`config.mk`:
```
export PLATFORM = sky130hd
export DESIGN_NAME = multicycle_control
export DESIGN_NICKNAME = d
export VERILOG_FILES = /design/src/rtl/control_pkg.sv /design/src/rtl/multicycle_control_opcode_decode.sv /design/src/rtl/multicycle_control.sv
export SDC_FILE = /design/constraint.sdc
export NUM_CORES = 1
export LEC_CHECK = 0
export ABC_AREA = 1
export BUFFER_PORTS_ARGS = -buffer_cell sky130_fd_sc_hd__buf_4
export CAP_MARGIN = 20
export CORE_ASPECT_RATIO = 1.4
export CORE_MARGIN = 2
export CORE_UTILIZATION = 40
export CTS_CLUSTER_DIAMETER = 60
export CTS_CLUSTER_SIZE = 12
export DETAILED_ROUTE_END_ITERATION = 6
export GPL_ROUTABILITY_DRIVEN = 0
export PLACE_DENSITY = 0.75
export SETUP_SLACK_MARGIN = 0.05
export SLEW_MARGIN = 20
export SYNTH_ARGS = -nofsm -noshare
export SYNTH_HDL_FRONTEND = slang
export SYNTH_SLANG_ARGS = --single-unit
```
`constraint.sdc`:
```
create_clock -name clk -period 1.5 [get_ports clk]
set_input_delay 0.15 -clock clk [delete_from_list [all_inputs] [get_ports clk]]
set_output_delay 0.15 -clock clk [all_outputs]
set_load 0.01 [all_outputs]
```
`src/rtl/control_pkg.sv`:
```
// Shared definitions for the multi-cycle RV32 control unit.
// Holds the FSM state encoding (visible on the debug "state" port), the
// supported opcode values, the ALU operation codes and the ALU operand-B
// select codes driven by multicycle_control.
package control_pkg;

    // Encoding is exported on the 4-bit debug port, so values are fixed.
    typedef enum logic [3:0] {
        FETCH    = 4'd0,
        DECODE   = 4'd1,
        EXEC_R   = 4'd2,
        WB_ALU   = 4'd3,
        MEM_ADDR = 4'd4,
        LOAD     = 4'd5,
        WB_MEM   = 4'd6,
        STORE    = 4'd7,
        BRANCH   = 4'd8,
        ERROR    = 4'd9
    } state_t;

    // Supported RV32 major opcodes (instruction[6:0]).
    localparam logic [6:0] OP_R     = 7'b0110011;
    localparam logic [6:0] OP_LOAD  = 7'b0000011;
    localparam logic [6:0] OP_STORE = 7'b0100011;
    localparam logic [6:0] OP_BEQ   = 7'b1100011;

    // ALU operation requests.
    localparam logic [1:0] ALU_ADD   = 2'b00;
    localparam logic [1:0] ALU_SUB   = 2'b01;
    localparam logic [1:0] ALU_FUNCT = 2'b10;

    // ALU operand-B selects.
    localparam logic [1:0] SRC_B_RS2  = 2'b00;
    localparam logic [1:0] SRC_B_FOUR = 2'b01;
    localparam logic [1:0] SRC_B_IMM  = 2'b10;

endpackage

```
`src/rtl/multicycle_control_opcode_decode.sv`:
```
// Combinational opcode classifier for the multi-cycle control unit.
// Ports:
//   opcode      in   instruction[6:0]
//   is_r        out  R-type ALU instruction
//   is_load     out  load
//   is_store    out  store
//   is_beq      out  conditional branch (BEQ)
//   is_illegal  out  any opcode not listed above
// Exactly one output is high for every opcode value.
module opcode_decode
    import control_pkg::*;
(
    input  logic [6:0] opcode,
    output logic       is_r,
    output logic       is_load,
    output logic       is_store,
    output logic       is_beq,
    output logic       is_illegal
);

    always_comb begin
        // NOTE: every output gets a default before the case so that no path
        // leaves a variable unassigned, which would infer a latch.
        is_r       = 1'b0;
        is_load    = 1'b0;
        is_store   = 1'b0;
        is_beq     = 1'b0;
        is_illegal = 1'b0;
        case (opcode)
            OP_R:     is_r       = 1'b1;
            OP_LOAD:  is_load    = 1'b1;
            OP_STORE: is_store   = 1'b1;
            OP_BEQ:   is_beq     = 1'b1;
            default:  is_illegal = 1'b1;
        endcase
    end

endmodule

```
`src/rtl/multicycle_control.sv`:
```
// Moore-style sequencer for the multi-cycle RV32 datapath (shared memory,
// IR, single ALU, register file, PC). Handles R-type, load, store and BEQ,
// with a stall timeout on every memory-wait state, a retired-instruction
// counter and sticky illegal/timeout flags.
// Ports:
//   clk, rst                 clock, synchronous active-high reset
//   instruction[31:0]        IR contents, valid from DECODE onward
//   mem_ready                memory completes the current access this cycle
//   pc_write, pc_write_cond  PC load (unconditional / qualified by ALU zero)
//   pc_src                   0 = ALU result, 1 = branch target adder
//   ir_write                 IR load
//   iord                     memory address: 0 = PC, 1 = ALU result register
//   mem_read, mem_write      memory requests
//   mem_reg                  writeback data: 1 = memory, 0 = ALU
//   reg_write                register file write enable
//   alu_src_a                0 = PC, 1 = rs1
//   alu_src_b[1:0]           00 = rs2, 01 = 4, 10 = immediate
//   ALU_op[1:0]              00 add, 01 subtract, 10 funct-decoded
//   state[3:0]               current state (debug)
//   illegal, timeout         sticky error flags
//   instr_retired            retired instruction count (wraps)
module multicycle_control
    import control_pkg::*;
#(
    parameter int MEM_TIMEOUT = 255,
    parameter int COUNT_W     = 32
) (
    input  logic               clk,
    input  logic               rst,
    input  logic [31:0]        instruction,
    input  logic               mem_ready,
    output logic               pc_write,
    output logic               pc_write_cond,
    output logic               pc_src,
    output logic               ir_write,
    output logic               iord,
    output logic               mem_read,
    output logic               mem_write,
    output logic               mem_reg,
    output logic               reg_write,
    output logic               alu_src_a,
    output logic [1:0]         alu_src_b,
    output logic [1:0]         ALU_op,
    output logic [3:0]         state,
    output logic               illegal,
    output logic               timeout,
    output logic [COUNT_W-1:0] instr_retired
);

    // Stall counter only has to reach MEM_TIMEOUT; it saturates at all-ones.
    localparam int                  STALL_W     = (MEM_TIMEOUT < 2) ? 1 : $clog2(MEM_TIMEOUT + 1);
    localparam logic [STALL_W-1:0]  STALL_LIMIT = STALL_W'(MEM_TIMEOUT);

    state_t               cur_state;
    state_t               nxt_state;
    logic [STALL_W-1:0]   stall_cnt;
    logic                 is_r, is_load, is_store, is_beq, is_illegal;
    logic                 in_wait;
    logic                 timeout_hit;
    logic                 retire;
    logic                 set_illegal;
    logic                 set_timeout;

    // Only the major opcode steers the sequencer; the rest is datapath's.
    logic unused_instr_bits;
    assign unused_instr_bits = ^instruction[31:7];

    opcode_decode u_decode (
        .opcode     (instruction[6:0]),
        .is_r       (is_r),
        .is_load    (is_load),
        .is_store   (is_store),
        .is_beq     (is_beq),
        .is_illegal (is_illegal)
    );

    assign state   = cur_state;
    assign in_wait = (cur_state == FETCH) || (cur_state == LOAD) || (cur_state == STORE);

    // A completing access (mem_ready) always takes priority over the timeout.
    assign timeout_hit = (MEM_TIMEOUT != 0) && !mem_ready && (stall_cnt == STALL_LIMIT);

    always_comb begin
        nxt_state     = cur_state;
        pc_write      = 1'b0;
        pc_write_cond = 1'b0;
        pc_src        = 1'b0;
        ir_write      = 1'b0;
        iord          = 1'b0;
        mem_read      = 1'b0;
        mem_write     = 1'b0;
        mem_reg       = 1'b0;
        reg_write     = 1'b0;
        alu_src_a     = 1'b0;
        alu_src_b     = SRC_B_RS2;
        ALU_op        = ALU_ADD;
        retire        = 1'b0;
        set_illegal   = 1'b0;
        set_timeout   = 1'b0;

        case (cur_state)
            FETCH: begin
                mem_read  = 1'b1;
                alu_src_b = SRC_B_FOUR;
                // IR and PC+4 are captured on the same edge the fetch completes.
                ir_write  = mem_ready;
                pc_write  = mem_ready;
                if (mem_ready) begin
                    nxt_state = DECODE;
                end else if (timeout_hit) begin
                    nxt_state   = ERROR;
                    set_timeout = 1'b1;
                end
            end
            DECODE: begin
                if (is_r) begin
                    nxt_state = EXEC_R;
                end else if (is_load || is_store) begin
                    nxt_state = MEM_ADDR;
                end else if (is_beq) begin
                    nxt_state = BRANCH;
                end else begin
                    nxt_state   = ERROR;
                    set_illegal = is_illegal;
                end
            end
            EXEC_R: begin
                alu_src_a = 1'b1;
                alu_src_b = SRC_B_RS2;
                ALU_op    = ALU_FUNCT;
                nxt_state = WB_ALU;
            end
            WB_ALU: begin
                reg_write = 1'b1;
                retire    = 1'b1;
                nxt_state = FETCH;
            end
            MEM_ADDR: begin
                alu_src_a = 1'b1;
                alu_src_b = SRC_B_IMM;
                nxt_state = is_load ? LOAD : STORE;
            end
            LOAD: begin
                mem_read = 1'b1;
                iord     = 1'b1;
                if (mem_ready) begin
                    nxt_state = WB_MEM;
                end else if (timeout_hit) begin
                    nxt_state   = ERROR;
                    set_timeout = 1'b1;
                end
            end
            WB_MEM: begin
                reg_write = 1'b1;
                mem_reg   = 1'b1;
                retire    = 1'b1;
                nxt_state = FETCH;
            end
            STORE: begin
                mem_write = 1'b1;
                iord      = 1'b1;
                if (mem_ready) begin
                    retire    = 1'b1;
                    nxt_state = FETCH;
                end else if (timeout_hit) begin
                    nxt_state   = ERROR;
                    set_timeout = 1'b1;
                end
            end
            BRANCH: begin
                // Taken/not-taken is resolved in the datapath via ALU zero.
                alu_src_a     = 1'b1;
                alu_src_b     = SRC_B_RS2;
                ALU_op        = ALU_SUB;
                pc_write_cond = 1'b1;
                pc_src        = 1'b1;
                retire        = 1'b1;
                nxt_state     = FETCH;
            end
            ERROR: begin
                nxt_state = ERROR;
            end
            default: begin
                nxt_state = ERROR;
            end
        endcase
    end

    always_ff @(posedge clk) begin
        // NOTE: non-blocking assignments so every register samples the values
        // from before this edge, independent of statement order.
        if (rst) begin
            cur_state     <= FETCH;
            stall_cnt     <= '0;
            illegal       <= 1'b0;
            timeout       <= 1'b0;
            instr_retired <= '0;
        end else begin
            cur_state <= nxt_state;

            // Wait states are only ever entered from a different state, so
            // any state change is an entry and restarts the stall count.
            if (nxt_state != cur_state) begin
                stall_cnt <= '0;
            end else if (in_wait && !mem_ready && (stall_cnt != '1)) begin
                stall_cnt <= stall_cnt + STALL_W'(1);
            end

            if (set_illegal) illegal <= 1'b1;
            if (set_timeout) timeout <= 1'b1;

            if (retire) instr_retired <= instr_retired + COUNT_W'(1);
        end
    end

endmodule

```
==> results of run 1 <==
-- layer usage --
metal  vias to the layer above  share of wire  track usage
met5                         -              0            0
met4                         0          0.043        0.121
met3                        38          0.040       0.0248
met2                       141           0.56        0.457
met1                      1764           0.36        0.239
li1                       1819              -            -
-- worst paths after layout --
path,to,slack [ps],startpoint
setup reg to reg,instr_retired[11],-200,state[2]
setup / recovery,instr_retired[11],-200,state[2]
hold / removal,instr_retired[24],300,rst
hold reg to reg,illegal,450,illegal
-- stage by stage --
step                setup slack [ps]  TNS (ps)  area (um^2)  utilization
CTS                             -145     -3080         4530        0.623
floorplan                       22.6         0         3030            -
global route                    -317     -9890         4900        0.674
finish                          -200     -5920         4900        0.674
detailed placement              -198     -2880         4240        0.584
global placement                -170     -1840         4240        0.584
-- cells in the mapped netlist (3+ instances only) --
| cell type | instances |
|---|---|
| a21oi_1 | 32 |
| buf_4 | 5 |
| buf_6 | 3 |
| dfxtp_1 | 46 |
| inv_1 | 52 |
| inv_2 | 5 |
| nand2_1 | 130 |
| nand2_2 | 5 |
| nand2_4 | 3 |
| nand3_1 | 28 |
| nand4_1 | 13 |
| nor2_1 | 66 |
| nor2_2 | 6 |
| nor3_1 | 17 |
| o21ai_0 | 10 |
| xnor2_1 | 13 |
| xor2_1 | 11 |
-- flip-flops by register name, summed over array words and instances (netlist names) --
| register | flops |
|---|---|
| illegal | 1 |
| timeout | 1 |
| state | 4 |
| instr_retired | 32 |
| stall_cnt | 8 |
-- critical path, stage by stage (launching register included) --
cell and delay (ps):
dfxtp_4 410, buf_4 140, nand2_4 70, nor3_4 210, nand2_2 100, nand3_4 160, buf_6 130, nand2_2 80
nor2_2 120, nand2_1 60, nand2_1 70, nor2_1 50
-- logic make-up (layout without fill, tap and decap cells) --
group	after synthesis	count (layout)	share of synthesized area
AND/OR/NAND/NOR	279	279	0.423
buffers and inverters	71	244	0.105
flip-flops	46	46	0.311
AO/OA/AOI/OAI	45	45	0.0778
XOR/XNOR	24	24	0.0711
adder cells (fa/ha/maj)	2	2	0.00846
multiplexers	1	1	0.00381
-- power groups by stage --
stage | Sequential (mW) | Clock (mW) | Combinational (mW)
floorplan | 1.53 | 0 | 1.39
global placement | 1.51 | 0 | 2.58
detailed placement | 1.51 | 0 | 2.63
CTS | 1.50 | 0.794 | 3.11
global route | 1.52 | 0.840 | 3.95
finish | 1.51 | 0.798 | 3.71
-- area by class of cell --
cell class              count  area, um^2  area share
clock buffers               7        86.3      0.0176
multi-input cells         351        2080       0.424
repair buffers            178        1430       0.293
inverters                  58         228      0.0465
well taps                  97         121      0.0248
clock inverters             1        5.00     0.00102
flip-flops and latches     46         945       0.193
-- what timing repair did --
| item | in CTS | in global routing |
|---|---|---|
| resized for setup | 37 | 75 |
| hold buffers | 0 | 0 |
| cloned | 0 | 0 |
| buffers inserted | 9 | 14 |
| endpoints found under the setup margin | 50 | 59 |
| pin swaps | 14 | 19 |
==> qor.yml, run 1 <==
pwr:
  internal_power_mw: 3.59
  seq_power_share: 0.251
  comb_power_share: 0.617
  clkPwrFrac: 0.132
  power.switching_mw: 2.43
  power_density_mw_per_mm2: 1230
  swShare: 0.404
  peakVddDrop_mv: 1.09
  finalPower_mw: 6.02
  p_leak_nw: 2.22
timing:
  fin_crit_sh: 1.13
  fin_ws_ps: -200
  finClkSkew_ps: 8.42
  whs_ps: 296
  fmax_mhz: 588
  rsz0062_at_grt: "yes"
  worstMarginPinSlew_ps: 476
  finalSetupViolations: 53
  final_hold_viol_count: 0
  period_needed_ps: 1700
  maxSlewViolCount: 0
  relSlewSlack: 0.683
setup_path:
  endpoint_kind: "flip-flop"
  cp-start-kind: "flip-flop"
  crit_path_max_fanout: 8
  critPathArrivalTime_ps: 1900
  path_class: "flip-flop to flip-flop"
  crit_required_ps: 1700
  reg2regPathDepth: 11
global_route:
  grt_pass1_vias: 3612
  overflow: 0
  antenna_found_initial: 0
  grt_pass1_wl_mm: 15.6
  grt_util_all_layers: 0.234
  grt_start_max_net_pins: 32
routing:
  route.detailed.drc: 0
  drt_first_pass_iters: 4
  wl_per_cell_um: 14.4
  via_per_inst: 5.10
  num_vias: 3762
  wirelength_mm: 10.6
  first_iter_violations: 236
  ant_nets: 0
final_layout:
  layout_common_cells: "159 x buf_4, 120 x nand2_1, 49 x nor2_1"
  fillers: 584
  drive_gt1_frac: 0.454
  diodes: 0
  fin_nets: 677
  final_common_cell: "buf_4"
  syn_to_final_growth_pct: 65.6
  fin_cells: 738
clock_tree:
  clock_path_buffers: 2
  root_buffer: "clkbuf_8"
  h-tree-depth: 2
  path_clk_slew_ps: 90
  clock_sinks: 46
  cts_tree: "done"
  cts_buffers: 5
  clk_latency_ps: 300
floorplan:
  die_area_mm2: 0.00811
  coreArea_mm2: 0.00727
  design.portCount: 87
  fp.dieH_um: 106
  std_cell_rows: 37
  start_util: 0.407
  fp.dieW_um: 76.7
logic_synthesis:
  synthesis.nets: 505
  syn-cell-area_mm2: 0.00296
  synth-main-ff-cell: "dfxtp_1"
  ys_seq_area_frac: 0.311
  synthCells: 468
  synth_area_leaders: "dfxtp_1 31%, nand2_1 16%, nor2_1 8.4%"
  synth_top_area_share: 0.311
  synth-edff-count: 0
  ys_ff_latch: 46
  synth_top_cell_by_area: "dfxtp_1"
  yosysWarnings: 0
  synth.avg_cell_area_um2: 6.32
  synthArstFlopShare: 0
  yosysUniqueCellTypes: 32
run_status:
  violations: "setup timing"
  status: "finished with violations"
worst_hold_path:
  hold_path_class: "input port to flip-flop"
  whs_path_depth: 2
place:
  post-dp-hpwl_mm: 7.05
  place_inst: 707
  numPortBuffers: 61
run:
  cap_viol_max_count: 0
No activity file was read; power rests on OpenSTA's default activity.
==> run 2: changes to the inputs <==
- CTS_BUF_LIST: not set -> sky130_fd_sc_hd__clkbuf_2 sky130_fd_sc_hd__clkbuf_4 sky130_fd_sc_hd__clkbuf_8
- GPL_TIMING_DRIVEN: not set -> 0
==> run 2 against run 1 <==
Compared with the run above:
- the flow still finishes with violations (setup timing)
- power down 12%
- die area unchanged
- worst setup slack better by 59 ps
- sequential cell count unchanged
- largest power group unchanged
==> qor.yml, run 2 (synthesis results as in run 1) <==
setup_path:
  reg2regPathDepth: 8
  path_class: "flip-flop to output pin"
  crit_path_max_fanout: 8
  cp-start-kind: "flip-flop"
  crit_buf_inv: 4
  cp_slowest_cell: "dfxtp_2"
  r2r-start: "state[0]"
  path_cells: "buf_8, nor2_4, nand2_4, buf_4, buf_4, nand2_1, buf_4"
  reg2reg_slack_ps: -130
  max_stage_delay_ps: 340
  endpoint_kind: "output pin"
  cp_top_family: "buffers and inverters"
  r2r-end: "instr_retired[3]"
  cp_common_cell: "buf_4"
  crit_required_ps: 1350
  critPathArrivalTime_ps: 1490
pwr:
  power.switching_mw: 2.24
  comb_power_share: 0.565
  power_density_mw_per_mm2: 1240
  clkPwrFrac: 0.148
  finalPower_mw: 5.28
  seq_power_share: 0.287
  swShare: 0.425
  peakVddDrop_mv: 1.23
  p_leak_nw: 1.82
  internal_power_mw: 3.04
global_route:
  grt_util_all_layers: 0.216
  grt_start_max_net_pins: 16
  overflow: 0
  grt_pass1_wl_mm: 14.3
  antenna_found_initial: 0
  grt_pass1_vias: 3131
clock_tree:
  clock_path_buffers: 2
  path_clk_slew_ps: 80
  cts_buffers: 5
  h-tree-depth: 2
  cts_tree: "done"
  clock_sinks: 46
  clk_latency_ps: 310
  root_buffer: "clkbuf_8"
run_status:
  status: "finished with violations"
  violations: "setup timing"
final_layout:
  layout_common_cells: "115 x nand2_1, 75 x buf_4, 48 x nor2_1"
  largest_register_ffs: 32
  syn_to_final_growth_pct: 44.1
  diodes: 0
  regMostFlops: "instr_retired"
  fin_nets: 592
  drive_gt1_frac: 0.406
  fillers: 660
  final_common_cell: "nand2_1"
  fin_cells: 653
worst_hold_path:
  min_from: "mem_ready"
  whs_path_depth: 4
  hold_end: "state[1]"
  hold_path_class: "input port to flip-flop"
place:
  place_inst: 626
  post-dp-hpwl_mm: 6.36
  numPortBuffers: 61
routing:
  route.detailed.drc: 0
  drt_first_pass_iters: 4
  wirelength_mm: 8.82
  num_vias: 3341
  ant_nets: 0
  first_iter_violations: 156
  via_per_inst: 5.12
  wl_per_cell_um: 13.5
floorplan:
  design.portCount: 87
  fp.dieW_um: 76.7
  die_area_mm2: 0.00811
  coreArea_mm2: 0.00727
  fp.dieH_um: 106
  start_util: 0.407
  std_cell_rows: 37
timing:
  worstMarginPinSlew_ps: 654
  final_hold_viol_count: 0
  finClkSkew_ps: 13.1
  finalSetupViolations: 44
  period_needed_ps: 1640
  relSlewSlack: 0.564
  fin_ws_ps: -141
  fmax_mhz: 609
  rsz0062_at_grt: "yes"
  fin_crit_sh: 1.09
  maxSlewViolCount: 0
run:
  cap_viol_max_count: 0
## run 2: worst register-to-register path: cells and delay by family (launching register included)
family,cells,cell delay (ps)
AND/OR/NAND/NOR,5,640
buffers and inverters,3,500
flip-flops,1,350
## run 2: per-layer routing
metal | vias to the layer above | global-route usage | routed length (um)
met2 | 121 | 0.399 | 4630
met3 | 28 | 0.0360 | 416
met4 | 0 | 0.105 | 399
li1 | 1661 | - | -
met1 | 1531 | 0.235 | 3380
met5 | - | 0 | 0
## run 2: area by class of cell
class | count | area [um^2] | area share
Buffer | 13 | 124 | 0.0291
Clock buffer | 5 | 68.8 | 0.0161
Clock inverter | 3 | 21.3 | 0.00499
Inverter | 58 | 231 | 0.0543
Multi-Input combinational cell | 351 | 2070 | 0.486
Sequential cell | 46 | 972 | 0.228
Tap cell | 97 | 121 | 0.0285
Timing Repair Buffer | 80 | 652 | 0.153
## run 2: per-stage QoR
step                      utilization  hold WS, ps  area, um^2  TNS (ps)  worst slack, ps
after floorplan                     -          369        3030         0             22.6
after global placement          0.496          441        3610     -3290             -187
after detailed placement        0.496          444        3610     -4000             -219
after CTS                       0.562          219        4080     -1560            -95.9
after global routing            0.586          264        4260     -7630             -250
final                           0.586          241        4260     -3400             -141
## run 2: worst max path at each step
stage	from	end	slack [ps]	cells after the start
floorplan	state[0]	stall_cnt[1]	20	9
global placement	state[1]	stall_cnt[7]	-190	11
detailed placement	stall_cnt[0]	stall_cnt[7]	-220	11
CTS	state[2]	stall_cnt[7]	-100	11
global route	state[0]	stall_cnt[5]	-250	11
finish	state[0]	mem_read	-140	7
## run 2: power groups by stage
stage                     Clock, mW  Sequential (mW)  Combinational, mW
after floorplan                   0             1.53               1.39
after global placement            0             1.52               2.06
after detailed placement          0             1.52               2.10
after CTS                     0.803             1.51               2.64
after global routing          0.864             1.53               3.22
final                         0.782             1.51               2.98
## run 2: repair_timing
| item | CTS | global route |
|---|---|---|
| hold buffers | 0 | 0 |
| resized for setup | 88 | 44 |
| pin swaps | 27 | 19 |
| cloned | 2 | 0 |
| setup endpoints to repair | 45 | 51 |
| setup buffers | 11 | 6 |
==> run 3: changes to the inputs <==
- CTS_BUF_LIST: sky130_fd_sc_hd__clkbuf_2 sky130_fd_sc_hd__clkbuf_4 sky130_fd_sc_hd__clkbuf_8 -> sky130_fd_sc_hd__clkbuf_8
- PLACE_DENSITY: 0.75 -> 0.67
==> run 3 against run 2 <==
Compared with the run above:
- the flow still finishes with violations (setup timing)
- final cell count increased by 2.1%
- wire length increased by 11%
- hold slack improved by 64 ps
- fmax decreased by 3.9%
- largest cell class unchanged
- highest routed layer unchanged
==> qor.yml, run 3 (synthesis results as in run 1) <==
final_layout:
  largest_register_ffs: 32
  layout_common_cells: "104 x nand2_1, 89 x buf_4, 45 x inv_1"
  fillers: 645
  fin_nets: 606
  seqCellArea_um2: 962
  drive_gt1_frac: 0.475
  fin_cells: 667
  syn_to_final_growth_pct: 57.0
  regMostFlops: "instr_retired"
  diodes: 0
  multi_input_area_mm2: 0.00233
  final_common_cell: "nand2_1"
routing:
  first_iter_violations: 207
  drt_first_pass_iters: 5
  wl_per_cell_um: 14.7
  via_per_inst: 5.15
  ant_nets: 0
  num_vias: 3436
  route.detailed.drc: 0
  wirelength_mm: 9.83
setup_path:
  path_cells: "nor2_4, inv_2, nor3_4, nor2_4, nand3_4, buf_4, buf_6, nand2_4, o21ai_1, nor3b_2"
  path_class: "flip-flop to flip-flop"
  max_stage_delay_ps: 390
  critPathArrivalTime_ps: 1950
  cp-start-kind: "flip-flop"
  cp_slowest_cell: "dfxtp_4"
  cp_top_family: "simple AND/OR/NAND/NOR gates"
  crit_required_ps: 1740
  crit_path_max_fanout: 6
  crit_buf_inv: 3
  cp_common_cell: "nor2_4"
  endpoint_kind: "flip-flop"
global_route:
  overflow: 0
  antenna_found_initial: 0
  grt_pass1_vias: 3362
  grt_pass1_wl_mm: 14.9
  grt_start_max_net_pins: 15
  grt_util_all_layers: 0.226
pwr:
  comb_power_share: 0.612
  seq_power_share: 0.258
  p_leak_nw: 2.09
  power_density_mw_per_mm2: 1260
  clkPwrFrac: 0.130
  peakVddDrop_mv: 1.19
  swShare: 0.434
  power.switching_mw: 2.54
  internal_power_mw: 3.31
floorplan:
  die_area_mm2: 0.00811
  start_util: 0.407
  fp.dieW_um: 76.7
  fp.dieH_um: 106
  design.portCount: 87
  std_cell_rows: 37
  coreArea_mm2: 0.00727
run_status:
  violations: "setup timing"
  status: "finished with violations"
timing:
  final_hold_viol_count: 0
  finClkSkew_ps: 7.59
  finalSetupViolations: 44
  fin_crit_sh: 1.14
  setup_tns_ps: -5320
  period_needed_ps: 1710
  whs_ps: 306
  fin_ws_ps: -208
  relSlewSlack: 0.537
  worstMarginPinSlew_ps: 694
  maxSlewViolCount: 0
  rsz0062_at_grt: "yes"
  fmax_mhz: 586
place:
  numPortBuffers: 61
  post-dp-hpwl_mm: 6.33
  place_inst: 626
clock_tree:
  clock_sinks: 46
  clock_path_buffers: 2
  cts_hold_buf: 0
  path_clk_slew_ps: 90
  root_buffer: "clkbuf_8"
  cts_tree: "done"
  h-tree-depth: 2
  cts_buffers: 5
  clk_latency_ps: 310
worst_hold_path:
  hold_path_class: "input port to flip-flop"
run:
  cap_viol_max_count: 0
-- run 3: changes by cell type in the layout (fill, tap and decap cells not counted), sizes merged --
cell    change
clkbuf      +2
bufbuf      -1
buf        +13
-- run 3: worst paths after layout --
check | from | to | slack [ps] | cells after the start
setup / recovery | state[2] | instr_retired[14] | -210 | 10
hold / removal | rst | instr_retired[10] | 310 | 4
setup reg to reg | state[2] | instr_retired[14] | -210 | 10
hold reg to reg | illegal | illegal | 480 | 2
-- run 3: worst reg2reg max path, cell delays in order (launching register included) --
cell	delay, ps
dfxtp_4	390
nor2_4	210
inv_2	100
nor3_4	150
nor2_4	70
nand3_4	140
buf_4	130
buf_6	80
nand2_4	50
o21ai_1	150
nor3b_2	170
-- run 3: repair_timing --
item                       CTS  global route
buffers inserted            18            13
pin swaps                   22            42
gates cloned                 1             2
gates resized for setup     82           107
setup endpoints to repair   45            56
-- run 3: final cells by class --
cell class,count,share of cell area
inverter,58,0.0493
multi-input combinational,351,0.501
tap,97,0.0261
sequential,46,0.207
timing repair buffer,94,0.169
buffer,13,0.0296
clock buffer,5,0.0148
clock inverter,3,0.00350
-- run 3: per-stage QoR --
step,total power [mW],utilization,instance area [um^2],setup WS (ps)
6_report,5.84,0.639,4640,-208
5_1_grt,6.14,0.639,4640,-302
4_1_cts,5.06,0.566,4110,-114
3_5_place_dp,3.62,0.496,3610,-253
3_3_place_gp,3.61,0.496,3610,-210
2_1_floorplan,2.92,-,3030,22.6
-- run 3: routing by layer --
layer / global-route usage / part of all wire
met3: 0.0437 / 0.046
met4: 0.123 / 0.053
met5: 0 / 0
met2: 0.425 / 0.53
met1: 0.229 / 0.37
-- run 3: power groups by stage --
stage          logic (mW)  clock network [mW]  registers, mW
2_1_floorplan        1.39                   0           1.53
3_3_place_gp         2.09                   0           1.52
3_5_place_dp         2.10                   0           1.52
4_1_cts              2.78               0.778           1.51
5_1_grt              3.79               0.830           1.52
6_report             3.58               0.761           1.51
